===== config.mk =====
export PLATFORM = sky130hd
export DESIGN_NAME = mod_sub_arbiter
export DESIGN_NICKNAME = d
export VERILOG_FILES = /design/src/rtl/mod_arith_pkg.sv /design/src/rtl/mod_sub_arbiter_rr_arbiter.sv /design/src/rtl/mod_sub_module.sv /design/src/rtl/mod_sub_arbiter.sv
export SDC_FILE = /design/constraint.sdc
export NUM_CORES = 1
export LEC_CHECK = 0
export CORE_AREA = 2 2 329 331
export DETAILED_ROUTE_END_ITERATION = 10
export DIE_AREA = 0 0 331 333
export SLEW_MARGIN = 20
export SYNTH_ARGS = -nofsm -noshare
export SYNTH_HDL_FRONTEND = slang
export SYNTH_HIERARCHICAL = 1
export SYNTH_SLANG_ARGS = --single-unit

===== constraint.sdc =====
create_clock -name clk -period 6.4 [get_ports clk]
set_input_delay 1.6 -clock clk [delete_from_list [all_inputs] [get_ports clk]]
set_output_delay 1.6 -clock clk [all_outputs]
set_load 0.1 [all_outputs]

===== src/rtl/mod_arith_pkg.sv =====
// Shared defaults and helpers for the modular-arithmetic request arbiter.
// Also holds the scalar reference for R = (A - B) mod N.
package mod_arith_pkg;

   localparam int DEF_WIDTH = 64;
   localparam int DEF_NREQ  = 4;

   function automatic int id_width(input int n);
      if (n <= 1) begin
         return 1;
      end else begin
         return $clog2(n);
      end
   endfunction

   function automatic logic [DEF_WIDTH-1:0] mod_sub_ref(
      input logic [DEF_WIDTH-1:0] a,
      input logic [DEF_WIDTH-1:0] b,
      input logic [DEF_WIDTH-1:0] n
   );
      if (a < b) begin
         return a - b + n;
      end else begin
         return a - b;
      end
   endfunction

endpackage


===== src/rtl/mod_sub_arbiter_rr_arbiter.sv =====
// Round-robin grant: first requester at or after ptr, wrapping modulo NREQ.
module rr_arbiter
   import mod_arith_pkg::*;
#(
   parameter  int NREQ = DEF_NREQ,
   localparam int IDW  = id_width(NREQ)
) (
   input  logic [NREQ-1:0] req,
   input  logic [IDW-1:0]  ptr,
   output logic [NREQ-1:0] grant,
   output logic [IDW-1:0]  grant_idx,
   output logic            grant_valid
);

   logic [IDW-1:0] pos_s;
   logic           found_s;

   // scan from ptr upward and take the first active request
   always_comb begin
      grant     = '0;
      grant_idx = '0;
      found_s   = 1'b0;
      pos_s     = '0;
      for (int k = 0; k < NREQ; k++) begin
         pos_s = IDW'((32'(ptr) + 32'(k)) % 32'(NREQ));
         if (!found_s && req[pos_s]) begin
            grant[pos_s] = 1'b1;
            grant_idx    = pos_s;
            found_s      = 1'b1;
         end else begin
            found_s = found_s;
         end
      end
      grant_valid = found_s;
   end

endmodule


===== src/rtl/mod_sub_module.sv =====
// Combinational modular subtractor: R = A - B, corrected by +N on borrow.
module mod_sub_module #(
   parameter int WIDTH = 64
) (
   input  logic [WIDTH-1:0] a,
   input  logic [WIDTH-1:0] b,
   input  logic [WIDTH-1:0] n,
   output logic [WIDTH-1:0] r
);

   logic             borrow_s;
   logic [WIDTH-1:0] diff_s;

   // subtract with borrow out, then fold the modulus back in on underflow
   always_comb begin
      {borrow_s, diff_s} = {1'b0, a} - {1'b0, b};
      if (borrow_s) begin
         r = diff_s + n;
      end else begin
         r = diff_s;
      end
   end

endmodule


===== src/rtl/mod_sub_arbiter.sv =====
// Shares one mod_sub_module among NREQ requesters: round-robin grant,
// operand stage S1, result stage S2, one result per cycle.
module mod_sub_arbiter
   import mod_arith_pkg::*;
#(
   parameter  int WIDTH = DEF_WIDTH,
   parameter  int NREQ  = DEF_NREQ,
   localparam int IDW   = id_width(NREQ)
) (
   input  logic                  clk,
   input  logic                  rst_n,
   input  logic [NREQ-1:0]       req_valid,
   output logic [NREQ-1:0]       req_ready,
   input  logic [NREQ*WIDTH-1:0] req_a,
   input  logic [NREQ*WIDTH-1:0] req_b,
   input  logic [NREQ*WIDTH-1:0] req_n,
   output logic                  resp_valid,
   input  logic                  resp_ready,
   output logic [WIDTH-1:0]      resp_r,
   output logic [IDW-1:0]        resp_id,
   output logic                  idle
);

   logic             s1_valid_r;
   logic [WIDTH-1:0] s1_a_r, s1_b_r, s1_n_r;
   logic [IDW-1:0]   s1_id_r;
   logic             s2_valid_r;
   logic [WIDTH-1:0] s2_r_r;
   logic [IDW-1:0]   s2_id_r;
   logic [IDW-1:0]   rr_ptr_r;

   logic [NREQ-1:0]  grant_s;
   logic [IDW-1:0]   grant_idx_s;
   logic             grant_valid_s;
   logic             s2_adv_s;
   logic             s1_load_ok_s;
   logic             hs_s;
   logic [WIDTH-1:0] mod_r_s;

   rr_arbiter #(.NREQ(NREQ)) u_arb (
      .req         (req_valid),
      .ptr         (rr_ptr_r),
      .grant       (grant_s),
      .grant_idx   (grant_idx_s),
      .grant_valid (grant_valid_s)
   );

   mod_sub_module #(.WIDTH(WIDTH)) u_mod_sub (
      .a (s1_a_r),
      .b (s1_b_r),
      .n (s1_n_r),
      .r (mod_r_s)
   );

   // pipeline advance conditions and the gated per-requester accept
   always_comb begin
      s2_adv_s     = s1_valid_r & (~s2_valid_r | resp_ready);
      s1_load_ok_s = ~s1_valid_r | s2_adv_s;
      if (grant_valid_s && s1_load_ok_s && rst_n) begin
         req_ready = grant_s;
      end else begin
         req_ready = '0;
      end
      hs_s = |(req_valid & req_ready);
   end

   // operand stage: capture the winner's operands on handshake
   always_ff @(posedge clk or negedge rst_n) begin
      if (!rst_n) begin
         s1_valid_r <= 1'b0;
         s1_a_r     <= '0;
         s1_b_r     <= '0;
         s1_n_r     <= '0;
         s1_id_r    <= '0;
      end else if (hs_s) begin
         s1_valid_r <= 1'b1;
         s1_a_r     <= req_a[grant_idx_s*WIDTH +: WIDTH];
         s1_b_r     <= req_b[grant_idx_s*WIDTH +: WIDTH];
         s1_n_r     <= req_n[grant_idx_s*WIDTH +: WIDTH];
         s1_id_r    <= grant_idx_s;
      end else if (s2_adv_s) begin
         s1_valid_r <= 1'b0;
      end else begin
         s1_valid_r <= s1_valid_r;
      end
   end

   // result stage: held until the consumer takes it, reloadable on the same edge
   always_ff @(posedge clk or negedge rst_n) begin
      if (!rst_n) begin
         s2_valid_r <= 1'b0;
         s2_r_r     <= '0;
         s2_id_r    <= '0;
      end else if (s2_adv_s) begin
         s2_valid_r <= 1'b1;
         s2_r_r     <= mod_r_s;
         s2_id_r    <= s1_id_r;
      end else if (resp_ready) begin
         s2_valid_r <= 1'b0;
      end else begin
         s2_valid_r <= s2_valid_r;
      end
   end

   // round-robin pointer moves just past the requester that was served
   always_ff @(posedge clk or negedge rst_n) begin
      if (!rst_n) begin
         rr_ptr_r <= '0;
      end else if (hs_s) begin
         if (grant_idx_s == IDW'(NREQ - 1)) begin
            rr_ptr_r <= '0;
         end else begin
            rr_ptr_r <= grant_idx_s + IDW'(1);
         end
      end else begin
         rr_ptr_r <= rr_ptr_r;
      end
   end

   assign resp_valid = s2_valid_r;
   assign resp_r     = s2_r_r;
   assign resp_id    = s2_id_r;
   assign idle       = ~s1_valid_r & ~s2_valid_r;

endmodule

---- Yosys cells after proc, flatten, opt, wreduce, memory -nomap -nowiden ----
Index checks and enable logic that the tools add are counted.
operators by class
  eq/ne operators ......................... 1
  mux-type cells .......................... 35
  add/sub/neg operators ................... 6
  bitwise logic cells ..................... 10
  shift-type cells ........................ 3
  magnitude comparators ................... 8
  reduce and logical (&&, ||, !) cells .... 15
operators by type and width
  cell                                                  count
  indexed part select 256 x 9 -> 64 bit                 3
  subtractor 64 x 64 -> 65 bit                          1
  adder 64 bit                                          1
  2-to-1 mux 64 bit                                     1
  2-to-1 mux 4 bit                                      5
  2-to-1 mux 1 bit                                      16
  < comparator 2 x 3 -> 1 bit (second input constant)   4
  OR 4 bit                                              3
  2-to-1 mux 2 bit                                      5
  logical AND 1 bit                                     9
  binary-select mux 1 bit (select 2 bit)                4
  demux 1 bit (select 2 bit)                            4
  >= comparator 2 x 1 -> 1 bit (second input constant)  4
  adder 2 x 1 -> 2 bit (second input constant)          2
  adder 2 bit (second input constant)                   2
  bitwise AND 4 bit                                     1
  nonzero test 2 bit                                    2
  OR reduction 4 bit                                    1
  logical NOT 1 bit                                     3
  bitwise AND 1 bit                                     2
  equality test 2 bit (second input constant)           1
  NOT 1 bit                                             2
  OR 1 bit                                              2
word-level totals
  register bits ........................... 264
  bits of input ports ..................... 775
  logic and storage cells ................. 87
  output and inout bits ................... 72

---- Logic depth before layout (Yosys ltp) ----
  depth after elaboration ................. 18
  depth in mapped cells ................... 25

---- By module ----
The synthesis kept the hierarchy.
modules (own cells, without submodules)
  module           cells an instance  instances  seq. area each (um^2)  area each (um^2)
  mod_sub_arbiter  807                1          6606.3                 15122.0
  mod_sub_module   1382               1          0.0                    8967.4
  rr_arbiter       45                 1          0.0                    421.7

---- Worst setup path after synthesis ----
OpenSTA, ideal clock, no wires.
  path kind ............................... reg2reg
  start point ............................. register s1_a_r[10]
  end point ............................... register s2_r_r[63], in the netlist resp_r[63]
  arrival ................................. 5.035 ns
  data required time ...................... 6.274 ns
  setup slack ............................. 1.240 ns
  path buffers ............................ 2
  stages on the path, launching flop included .. 25
  clock period less this slack ............ 5.160 ns
  cell sequence ........................... dfrtp_1 > ha_1 > buf_2 > a21o_1 > a211o_1 > or3b_1 > o21ai_2 > or3_1 > a211oi_1 > o31a_1 > o21ai_0 > o31a_1 > ha_1 > clkbuf_1 > a21o_1 > a21o_1 > a21o_1 > a31o_2 > a2111oi_0 > nor3_1 > a21o_1 > a21oi_1 > o2111ai_1 > nor2b_1 > mux2_2
between the ends
  word-level cells in the longest chain between the ends .. 3
ends and longest elaborated chain
  what                            line                   text
  start, declared                 mod_sub_arbiter.sv:25  logic [WIDTH-1:0] s1_a_r, s1_b_r, s1_n_r;
  start signal, assigned          mod_sub_arbiter.sv:77  s1_a_r <= req_a[grant_idx_s*WIDTH +: WIDTH];
  subtractor 64 x 64 -> 65 bit *  mod_sub_module.sv:16   {borrow_s, diff_s} = {1'b0, a} - {1'b0, b};
  adder 64 bit                    mod_sub_module.sv:18   r = diff_s + n;
  2-to-1 mux 64 bit *             mod_sub_module.sv:17   if (borrow_s) begin
  via mod_r_s[63]                 mod_sub_arbiter.sv:38  logic [WIDTH-1:0] mod_r_s;
  end signal, assigned            mod_sub_arbiter.sv:96  s2_r_r <= mod_r_s;
  end, declared                   mod_sub_arbiter.sv:28  logic [WIDTH-1:0] s2_r_r;
Mark *: on every way through the listed nets, which the timed path passes. The rest lies on a longest branch.
A chain may end at the register's enable or synchronous reset.

---- Final worst setup path ----
  start point ............................. register s1_a_r[0]
  end point ............................... register s2_r_r[62], in the netlist resp_r[62]
The elaborated chain is that of the path after synthesis.

==> impl_results.md <==
* Worst Tran Pin Value at between 1 and 1.5 ns
* Largest family of logic cells by synthesized area: multiplexers
* Area growth syn-to-layout at 44.87%
* Max-Cap Viols at 0
* WP data arrival at 6.47 ns
* Die Wd at between 300 and 400 um
* FF+latch area at 0.006606 mm2
* Pin count of the biggest net entering global routing at about 130
* Root buffer cell: clkbuf_16
* Total number of vias at 21740
* Dpl cell area at approximately 0.034 mm2
* Crit Path Category: reg2reg
* First-pass GRT wire length at 149300 um
* Post-Syn Area per Cell at between 10 and 15 um2
* RSZ-0062 raised after global routing: false
* CTS tree: yes
* CP required at 6.83 ns
* Setup TNS after final layout at 0 ns
* Vias in the first global route at 22280
* Cell area after layout at ~0.036 mm2
* Most Crowded Layer GR: met2
* # rows at 120
* Compound-gate portion of the synthesized area at 0.1495
* Crit. End Element: register
* Final hold vios at 0
* PostCTS Resize Cnt at 0
* Placed insts at 4372
* Wire per inst at between 20 and 25 um
* Fin util at 0.3331
* Routed vias/inst at about 5
* Final net count at 3926
* Largest area contributor in the netlist: dfrtp_1
* EDFF count, synth at 0
* Buffers on Ports at about 850
* Initial antenna violation count at 6
* Met2 Usage GRT at 0.2964
* Clk buf depth at 3
* ANT nets after route at 0
* Worst setup path start: s1_a_r[0]$_DFFE_PN0P_
* Top cells by area, synth: dfrtp_1 (27%), mux4_2 (18%), mux2_4 (9.8%)
* Overall Global Routing Usage at 0.1813
* Worst setup SP type: register
* Clk sink count at ~260
* Dpl hpwl at slightly below 90000 um
* Max Freq at 0.1656 GHz
* Tcrit/Tclk final at 0.9435
* DR iter-0 viols at 1379
* Syn_nets at about 3200
* FF-to-FF setup slack at 0.36 ns
* Worst R2R Path Depth at 24
* Hold_buf cts at 0
* Crit Reg-Reg Startpoint: s1_a_r[0]$_DFFE_PN0P_
* Worst-path maximum fanout at 7
* Cells along the critical path: inv_1 -> ha_1 -> fa_1 -> nor2b_1 -> o31a_1 -> o311a_1 -> o21ai_2 -> o211ai_2 -> o31a_1 -> a21boi_4 -> o21ai_0 -> xor2_1 -> ha_1 -> nand2_1 -> o21ai_0 -> a221oi_1 -> o211ai_1 -> a311o_1 -> a311oi_2 -> o21ai_1 -> o211ai_1 -> xnor2_1 -> mux2_1 -> mux2_2
* Yosys Warn Count at 6
* Multi-input gate area at between 0.015 and 0.02 mm2
* M3 GR Usage at 0.03006
* Post-Syn Instances at 2234
* Grt ovf at 0
* Run status: finished clean
* Total CTS buffers at 36
* Worst hold path type: reg2reg
* DRC Markers at 0
* Total die area at approximately 0.11 mm2
* CP max stage delay at between 0.4 and 0.5 ns
* Highest-delay cell along the critical path: o31a_1
* Post-synthesis adder-cell area fraction at 0.07412
* R2r endpoint: resp_r[62]$_DFFE_PN0P_
* Starting density of the core at 0.2299
* H-tree depth at 2
* Die Y at around 330 um
* Seq cells post-synth at about 260
* Slew headroom at 0.2423
* Final Slew Violations at 0
* Final wirelength at 103200 um
* Worst-Skew Late Latency at 0.55 ns
* Seq/Total Area, Yosys at 0.2695
* Io pins at approximately 850
* Fillers at between 10000 and 15000
* Worst-path clk slew at 0.06 ns
* Synth top area share at 0.2695
* Routability cong. at between 0.9 and 1
* Met1 Use GR at 0.2486
* Post-CTS Setup Bufs at 0
* Worst Hold Depth at 1
* Layout cells sized above 1 at 0.2012
* Ys async rst share at 1.000
* Clk_skew at around 0.028 ns
* Simple-Gate Fraction of Synth Area at 0.08152
* Hold Startpoint: resp_r[44]$_DFFE_PN0P_
* Synth Area in XOR/XNOR at 0.04038
* Yosys cell types at between 80 and 90
* Post-route non-filler standard cell count at ~4400
* Min Tclk post-route at between 6 and 7 ns
* Hold Path End: resp_r[44]$_DFFE_PN0P_
* Mux contribution to synthesized area at 0.3343
* Drt pass-1 iters at 5
* Synthesized area at 0.02451 mm2
* Final setup fails at 0
* Core ar. at between 0.1 and 0.15 mm2
* Post-synth top flop: dfrtp_1
==> layer usage <==
| metal | share of wire | up-vias |
|---|---|---|
| met5 | 0.00013 | - |
| met2 | 0.47 | 767 |
| met1 | 0.45 | 10840 |
| met4 | 0.022 | 2 |
| li1 | - | 10030 |
| met3 | 0.057 | 97 |
==> cells by family (layout without fill, tap and decap cells) <==
logic type | Yosys count | after routing
buffers and inverters | 251 | 1049
adders and majority gates | 144 | 144
xor gates and xnor gates | 113 | 113
other | 0 | 1
AOI/OAI and AO/OA | 560 | 560
muxes | 478 | 478
and+or+nand+nor | 424 | 424
DFF | 264 | 264
==> Yosys cell counts, drive strengths merged (8+ instances only) <==
library cell / n
nand3: 23
and2: 13
a31oi: 17
a211o: 8
clkbuf: 77
a211oi: 10
o21a: 21
a21o: 73
xnor2: 63
o21bai: 29
mux2: 278
o211ai: 10
nand4: 44
and3: 13
buf: 74
dfrtp: 264
o31ai: 9
o21ai: 128
mux4: 196
a22oi: 10
nor2b: 12
nor4: 8
xor2: 50
nand2: 158
a21oi: 166
nor2: 97
inv: 100
nor3: 22
ha: 142
nand2b: 13
==> layout by cell type (no fill, tap or decap), types with 50 or more instances in the layout <==
cell / Yosys / routed
a21o_1: 73 / 73
mux4_2: 194 / 194
nand2_1: 158 / 157
ha_1: 142 / 142
xor2_1: 50 / 50
o21ai_0: 120 / 120
clkdlybuf4s50_1: 0 / 834
nor2_1: 97 / 97
mux2_4: 160 / 160
xnor2_1: 63 / 63
dfrtp_1: 264 / 264
a21oi_1: 165 / 165
inv_1: 100 / 100
mux2_2: 115 / 115
==> flip-flops by register name (all words and copies together), names as in the netlist, 2 cells and up <==
register  flops
resp_r       64
s1_a_r       64
s1_b_r       64
s1_n_r       64
resp_id       2
rr_ptr_r      2
s1_id_r       2
==> worst max-delay path by stage <==
stage	slack [ns]	cells after the start	to
3_3_place_gp	0.21	23	resp_r[62]$_DFFE_PN0P_
3_5_place_dp	0.13	20	resp_r[62]$_DFFE_PN0P_
2_1_floorplan	1.24	24	resp_r[63]$_DFFE_PN0P_
5_1_grt	0.01	23	resp_r[56]$_DFFE_PN0P_
6_report	0.36	24	resp_r[62]$_DFFE_PN0P_
4_1_cts	0.11	20	resp_r[62]$_DFFE_PN0P_
==> worst max-delay path: cells and delay by family (launching register included) <==
kind            cells  cell delay (ns)
xor+xnor            2             0.43
flops               1             0.37
mux                 2             0.54
simple gates        2             0.23
buf+inv             1             0.06
compound gates     14             3.47
fa+ha+maj           3             0.80
==> stage by stage <==
| stage | hold slack, ns | setup slack, ns |
|---|---|---|
| after global routing | 0.5184 | 0.009635 |
| after floorplan | 0.4749 | 1.240 |
| final | 0.5016 | 0.3618 |
| after global placement | 0.4832 | 0.2146 |
| after detailed placement | 0.4920 | 0.1303 |
| after CTS | 0.5057 | 0.1099 |
==> cell type report <==
class / instances / area share
repair buffers: 886 / 0.2498
diodes: 1 / 0.00007047
inverters: 100 / 0.01057
flip-flops and latches: 264 / 0.1860
multi-input cells: 1719 / 0.4711
clock buffers: 51 / 0.02925
well taps: 1403 / 0.04944
clock inverters: 12 / 0.003665
Power is left out: the tool's default activity adds up to more than one toggle a clock period on the data nets, which glitch-free logic cannot reach.
